`src/rtl/acc_cpu_pkg.sv`:
```
// Opcode and FSM state encodings shared by the accumulator core and its bench.
package acc_cpu_pkg;
    localparam logic [3:0] OP_NOP = 4'h0, OP_LDA_I = 4'h1, OP_LDA_M = 4'h2, OP_STA = 4'h3;
    localparam logic [3:0] OP_ADD_I = 4'h4, OP_ADD_M = 4'h5, OP_SUB_I = 4'h6, OP_SUB_M = 4'h7;
    localparam logic [3:0] OP_JMP = 4'h8, OP_JZ = 4'h9, OP_JNZ = 4'hA, OP_IN = 4'hB;
    localparam logic [3:0] OP_OUT = 4'hC, OP_JC = 4'hD, OP_JNC = 4'hE, OP_HLT = 4'hF;

    localparam logic [2:0] ST_HALT = 3'd0, ST_FETCH = 3'd1, ST_DECODE = 3'd2, ST_OPERAND = 3'd3;
    localparam logic [2:0] ST_MEMRD = 3'd4, ST_IN = 3'd5, ST_OUT = 3'd6;

    function automatic logic is_two_word(input logic [3:0] op);
        return ((op >= OP_LDA_I) && (op <= OP_JNZ)) || (op == OP_JC) || (op == OP_JNC);
    endfunction
endpackage

```
`src/rtl/acc_cpu_ram.sv`:
```
// Single-port RAM with one-cycle synchronous read; contents are never reset.
module acc_cpu_ram #(
    parameter int DATA_W = 8,
    parameter int ADDR_W = 8
) (
    input  logic              i_clk,
    input  logic              i_we,
    input  logic [ADDR_W-1:0] i_addr,
    input  logic [DATA_W-1:0] i_wdata,
    output logic [DATA_W-1:0] o_rdata
);
    logic [DATA_W-1:0] r_mem [0:(1<<ADDR_W)-1];

    always_ff @(posedge i_clk) begin
        if (i_we) r_mem[i_addr] <= i_wdata;
        o_rdata <= r_mem[i_addr];
    end
endmodule

```
`src/rtl/acc_cpu_core.sv`:
```
// Multi-cycle accumulator CPU: FSM, datapath and flags around a private unified RAM.
module acc_cpu_core
    import acc_cpu_pkg::*;
#(
    parameter int DATA_W = 8,
    parameter int ADDR_W = 8
) (
    input  logic              clk,
    input  logic              reset_n,
    input  logic              start,
    input  logic              prog_we,
    input  logic [ADDR_W-1:0] prog_addr,
    input  logic [DATA_W-1:0] prog_wdata,
    input  logic [DATA_W-1:0] io_in_data,
    input  logic              io_in_valid,
    output logic              io_in_ready,
    output logic [DATA_W-1:0] io_out_data,
    output logic              io_out_valid,
    input  logic              io_out_ready,
    output logic              halted,
    output logic              illegal
);
    localparam logic [ADDR_W-1:0] ONE_A = ADDR_W'(1);
    localparam logic [ADDR_W-1:0] TWO_A = ADDR_W'(2);

    logic [2:0]        r_state;
    logic [ADDR_W-1:0] r_pc;
    logic [DATA_W-1:0] r_acc, r_out_data;
    logic [3:0]        r_ir;
    logic              r_z, r_c, r_illegal;

    logic [DATA_W-1:0] w_rdata, w_ram_wdata, w_res;
    logic [ADDR_W-1:0] w_ram_addr;
    logic [DATA_W:0]   w_sum, w_diff;
    logic [3:0]        w_op;
    logic              w_ram_we, w_cout, w_take;

    acc_cpu_ram #(.DATA_W(DATA_W), .ADDR_W(ADDR_W)) u_ram (
        .i_clk(clk), .i_we(w_ram_we), .i_addr(w_ram_addr),
        .i_wdata(w_ram_wdata), .o_rdata(w_rdata)
    );

    assign w_op         = w_rdata[3:0];
    assign halted       = (r_state == ST_HALT);
    assign illegal      = r_illegal;
    assign io_in_ready  = (r_state == ST_IN);
    assign io_out_valid = (r_state == ST_OUT);
    assign io_out_data  = r_out_data;

    // RAM data is the ALU operand in both OPERAND (immediate) and MEMRD (memory word).
    always_comb begin
        w_sum  = {1'b0, r_acc} + {1'b0, w_rdata};
        w_diff = {1'b0, r_acc} - {1'b0, w_rdata};
        w_res  = w_rdata;
        w_cout = r_c;
        case (r_ir)
            OP_ADD_I, OP_ADD_M: begin w_res = w_sum[DATA_W-1:0];  w_cout = w_sum[DATA_W];  end
            OP_SUB_I, OP_SUB_M: begin w_res = w_diff[DATA_W-1:0]; w_cout = w_diff[DATA_W]; end
            default: ;
        endcase
    end

    always_comb begin
        case (r_ir)
            OP_JMP:  w_take = 1'b1;
            OP_JZ:   w_take = r_z;
            OP_JNZ:  w_take = !r_z;
            OP_JC:   w_take = r_c;
            OP_JNC:  w_take = !r_c;
            default: w_take = 1'b0;
        endcase
    end

    // The program port only reaches the RAM while halted; otherwise the core owns it.
    always_comb begin
        w_ram_addr  = r_pc;
        w_ram_we    = 1'b0;
        w_ram_wdata = r_acc;
        case (r_state)
            ST_HALT: begin
                w_ram_addr  = prog_addr;
                w_ram_we    = prog_we;
                w_ram_wdata = prog_wdata;
            end
            ST_DECODE:  w_ram_addr = r_pc + ONE_A;
            ST_OPERAND: begin
                w_ram_addr = w_rdata[ADDR_W-1:0];
                w_ram_we   = (r_ir == OP_STA);
            end
            default: ;
        endcase
    end

    always_ff @(posedge clk or negedge reset_n) begin
        if (!reset_n) begin
            r_state    <= ST_HALT;
            r_pc       <= '0;
            r_acc      <= '0;
            r_out_data <= '0;
            r_ir       <= OP_NOP;
            r_z        <= 1'b1;
            r_c        <= 1'b0;
            r_illegal  <= 1'b0;
        end else begin
            case (r_state)
                ST_HALT: if (start) begin
                    r_pc      <= '0;
                    r_illegal <= 1'b0;
                    r_state   <= ST_FETCH;
                end
                ST_FETCH: r_state <= ST_DECODE;
                ST_DECODE: begin
                    r_ir <= w_op;
                    if (w_rdata[DATA_W-1:4] != '0) begin
                        r_illegal <= 1'b1;
                        r_state   <= ST_HALT;
                    end else if (is_two_word(w_op)) begin
                        r_state <= ST_OPERAND;
                    end else begin
                        case (w_op)
                            OP_IN:  r_state <= ST_IN;
                            OP_OUT: begin r_out_data <= r_acc; r_state <= ST_OUT; end
                            OP_HLT: begin r_pc <= r_pc + ONE_A; r_state <= ST_HALT; end
                            default: begin r_pc <= r_pc + ONE_A; r_state <= ST_FETCH; end
                        endcase
                    end
                end
                ST_OPERAND: begin
                    r_pc    <= r_pc + TWO_A;
                    r_state <= ST_FETCH;
                    case (r_ir)
                        OP_LDA_I, OP_ADD_I, OP_SUB_I: begin
                            r_acc <= w_res;
                            r_z   <= (w_res == '0);
                            r_c   <= w_cout;
                        end
                        OP_LDA_M, OP_ADD_M, OP_SUB_M: r_state <= ST_MEMRD;
                        OP_JMP, OP_JZ, OP_JNZ, OP_JC, OP_JNC:
                            if (w_take) r_pc <= w_rdata[ADDR_W-1:0];
                        default: ;
                    endcase
                end
                ST_MEMRD: begin
                    r_acc   <= w_res;
                    r_z     <= (w_res == '0);
                    r_c     <= w_cout;
                    r_state <= ST_FETCH;
                end
                ST_IN: if (io_in_valid) begin
                    r_acc   <= io_in_data;
                    r_z     <= (io_in_data == '0);
                    r_pc    <= r_pc + ONE_A;
                    r_state <= ST_FETCH;
                end
                ST_OUT: if (io_out_ready) begin
                    r_pc    <= r_pc + ONE_A;
                    r_state <= ST_FETCH;
                end
                default: r_state <= ST_HALT;
            endcase
        end
    end
endmodule

```
`config.mk`:
```
export PLATFORM = sky130hd
export DESIGN_NAME = acc_cpu_core
export DESIGN_NICKNAME = d
export VERILOG_FILES = /design/src/rtl/acc_cpu_pkg.sv /design/src/rtl/acc_cpu_ram.sv /design/src/rtl/acc_cpu_core.sv
export SDC_FILE = /design/constraint.sdc
export NUM_CORES = 2
export LEC_CHECK = 0
export CAP_MARGIN = 0
export CORE_MARGIN = 2
export CORE_UTILIZATION = 45
export CTS_CLUSTER_SIZE = 8
export DETAILED_ROUTE_END_ITERATION = 8
export PLACE_DENSITY = 0.61
export SLEW_MARGIN = 0
export SYNTH_ARGS = -nofsm -noshare
export SYNTH_HDL_FRONTEND = slang
export SYNTH_HIERARCHICAL = 1
export SYNTH_SLANG_ARGS = --single-unit
```
`constraint.sdc`:
```
create_clock -name clk -period 13.8 [get_ports clk]
set_input_delay 2.76 -clock clk [delete_from_list [all_inputs] [get_ports clk]]
set_output_delay 2.76 -clock clk [all_outputs]
set_load 0.02 [all_outputs]
```
==> run_results.csv <==
group,metric,value,unit
global_routing,grt_start_max_net_pins,165,
routing,met1_length,85720,um
floorplanning,io_pins,42,
floorplanning,core,180700,um^2
global_routing,antenna_found_initial,1,
sta,min_period_over_period,56.49,%
yosys,async_reset_ff_share,1.627,%
cells_and_area,final_core_util,51.76,%
routing,first_pass_iters,5,
clock_tree,clockBufferDepth,4,
cells_and_area,synthToLayoutAreaGrowth,14.33,%
routing,vias,41162,
routing,wl_per_cell,30.88,um
floorplanning,start_util,45.27,%
global_routing,track_usage,22.12,%
yosys,yosys.cell_types.count,71,
sta,min_period,7.796,ns
yosys,ys_warn_count,6,
cells_and_area,layout-drive-gt1-share,23.95,%
global_routing,grt_pass1_vias,41473,
yosys,syn_area_per_cell,20.61,um^2
global_routing,grt_pass1_wl,297500,um
place,dpl.hpwl,115500,um
setup_path,crit_fanout,47,
sta,setup_slack,6.004,ns
setup_path,crit_start,"prog_addr[0]",
yosys,yosysTopAreaCell,"edfxtp_1",
yosys,yosysMostFrequentCell,"edfxtp_1",
sta,setup_violations,0,
routing,drc_errors,0,
clock_tree,cts.sinks,2090,
setup_path,r2r_slack,7.45,ns
setup_path,crit_required,14.53,ns
yosys,ys_ff_latch,2090,
sta,hold_violations,0,
pwr,power_density,254.0,nW/um^2
floorplanning,fp.dieArea,185300,um^2
place,dp_slack,5.015,ns
sta,timing.fmax,128.3,MHz
worst_hold_path,hold_class,"reg -> reg",
routing,final_antenna_net_count,0,
yosys,yosysTopAreaCellShare,75.16,%
sta,drv_slew,0,
floorplanning,die_height,430.4,um
sta,rsz0062_at_grt,"false",
routing,first_iter_violations,5215,
cells_and_area,fin_nets,4231,
clock_tree,ctsHoldBuffers,0,
setup_path,cp-endpoint,"u_ram/o_rdata[7]$_DFF_P_",
sta,max_slew_margin,5.124,%
setup_path,r2r_start,"r_state[1]$_DFFE_PN0P_",
routing,via_per_inst,6.209,
flow_run,cap_violations,0,
pwr,power_leakage,28.80,nW
pwr,irDropWorstVdd,0.3568,mV
sta,worstMarginPinSlew,1.405,ns
clock_tree,cts_tree,"yes",
setup_path,start_kind,"input port",
yosys,netlist_area,81830,um^2
yosys,ys_seq_area_share,76.40,%
setup_path,worst_r2r_path_depth,11,
sta,tns,0,ns
place,gp_congestion,0.7964,
yosys,synth_ff_type,"edfxtp_1",
setup_path,cp.arrival,8.52,ns
floorplanning,num_rows,156,
clock_tree,post_cts_buffers,0,
yosys,synth_area_leaders,"edfxtp_1, mux4_2, a22oi_1",
floorplanning,die_w,430.4,um
global_routing,grt_remaining_overflow,0,
yosys,synth_common_cells,"edfxtp_1, mux4_2, nor2_1, a22oi_1, clkbuf_1",
clock_tree,root_buffer,"clkbuf_16",
clock_tree,ctsResizeCount,0,
place,numPortBuffers,41,
sta,fin_hold_ws,0.4797,ns
sta,skew,0.04063,ns
yosys,synth-edff-count,2048,
cells_and_area,stdcell_count,6629,
routing,routed_wl,204700,um
routing,wl_met3,16490,um
setup_path,r2r-end,"u_ram/o_rdata[7]$_DFF_P_",
routing,wl_met2,97250,um
setup_path,worstSetupPathType,"in -> reg",
routing,top_layer_used,"met4",
setup_path,critPathCaptureType,"flip-flop",
clock_tree,cts.htree.levels,5,
yosys,synth_fp_nets,4022,
clock_tree,clk_pin_slew,0.05,ns
cells_and_area,nFillCells,14063,
status,status,"completed",
yosys,synthCells,3970,
place,dp_cells,6235,
clock_tree,numCtsBuffers,312,
clock_tree,clk_latency,0.91,ns
## area by class of cell
type / count / area, um^2 / area share (%)
clock buffers: 382 / 8208 / 8.774
repair buffers: 156 / 1316 / 1.407
inverters: 27 / 101.3 / 0.1083
multi-input cells: 1592 / 18310 / 19.57
flip-flops and latches: 2090 / 62510 / 66.82
well taps: 2370 / 2965 / 3.170
clock inverters: 8 / 131.4 / 0.1404
diodes: 4 / 10.01 / 0.01070
## worst max-delay path, stage by stage
cell             delay, ns
clkdlybuf4s50_1       0.54
a22oi_1               0.15
o21ai_4               0.17
buf_4                 0.75
buf_4                 0.78
buf_4                 0.81
mux4_2                0.61
a22oi_1               0.23
a21oi_1               0.14
o41ai_1               1.27
nand4_1               0.17
## flip-flops by register name, summed over array words and instances, names as in the netlist
register       cells
u_ram/o_rdata      8
io_out_data        8
r_state            3
r_pc               8
r_ir               4
r_z                1
illegal            1
r_acc              8
r_c                1
u_ram/r_mem     2048
## worst min path at each step
stage | cells after the start | start | end | slack (ns)
floorplan | 2 | r_c$_DFFE_PN0P_ | r_c$_DFFE_PN0P_ | 0.51
global placement | 2 | io_out_data[0]$_DFFE_PN0P_ | io_out_data[0]$_DFFE_PN0P_ | 0.46
detailed placement | 2 | io_out_data[0]$_DFFE_PN0P_ | io_out_data[0]$_DFFE_PN0P_ | 0.47
CTS | 2 | io_out_data[0]$_DFFE_PN0P_ | io_out_data[0]$_DFFE_PN0P_ | 0.48
global route | 1 | io_out_data[2]$_DFFE_PN0P_ | io_out_data[2]$_DFFE_PN0P_ | 0.52
finish | 2 | io_out_data[0]$_DFFE_PN0P_ | io_out_data[0]$_DFFE_PN0P_ | 0.48
## per-stage QoR
stage	cell area (um^2)	power (mW)
floorplan	81830	14.48
global placement	85160	17.21
detailed placement	85200	17.32
CTS	93540	23.97
global route	93540	24.70
finish	93550	23.76
## where the power goes
part           switching [mW]  internal (mW)
registers               0.115           8.32
logic                    5.64           3.06
clock network            2.51           4.13
total                    8.26           15.5
## placed cells by master (no fill, tap or decap), drive strengths merged, types with 3 or more instances in the layout
master,Yosys,layout
edfxtp,2048,2048
mux4,512,512
clkbuf,160,382
nor2,274,274
a22oi,262,262
a21oi,156,156
buf,101,116
nand2,70,70
clkdlybuf4s50,0,40
nor3,39,39
o21ai,38,38
dfrtp,33,33
o41ai,33,33
inv,27,29
nand3,22,22
ha,19,19
mux2,16,16
nor2b,14,14
mux2i,11,11
nand2b,11,11
nand4,9,9
o22ai,8,8
a31oi,8,8
dfxtp,8,8
o31ai,8,8
xnor2,6,6
o211ai,6,6
xor2,5,5
a22o,5,5
o32ai,5,5
and2,5,5
diode,0,4
o21a,4,4
clkinv,0,4
nand3b,3,3
or3,3,3
a21o,3,3
fa,3,3
or2,3,3
## per-layer routing
layer | track usage, % | vias up
li1 | - | 16989
met1 | 32.01 | 22026
met2 | 34.15 | 1809
met3 | 4.530 | 338
met4 | 6.672 | 0
met5 | 0 | -
## logic make-up after synthesis
group                      Yosys count  synth area share (%)
adders and majority gates           22                0.3639
and+or+nand+nor                    460                 2.404
AOI/OAI and AO/OA                  560                 4.652
muxes                              539                 14.45
xor gates and xnor gates            11                0.1177
DFF                               2090                 76.40
buffers and inverters              288                 1.621
(Power assumes the default switching activity.)
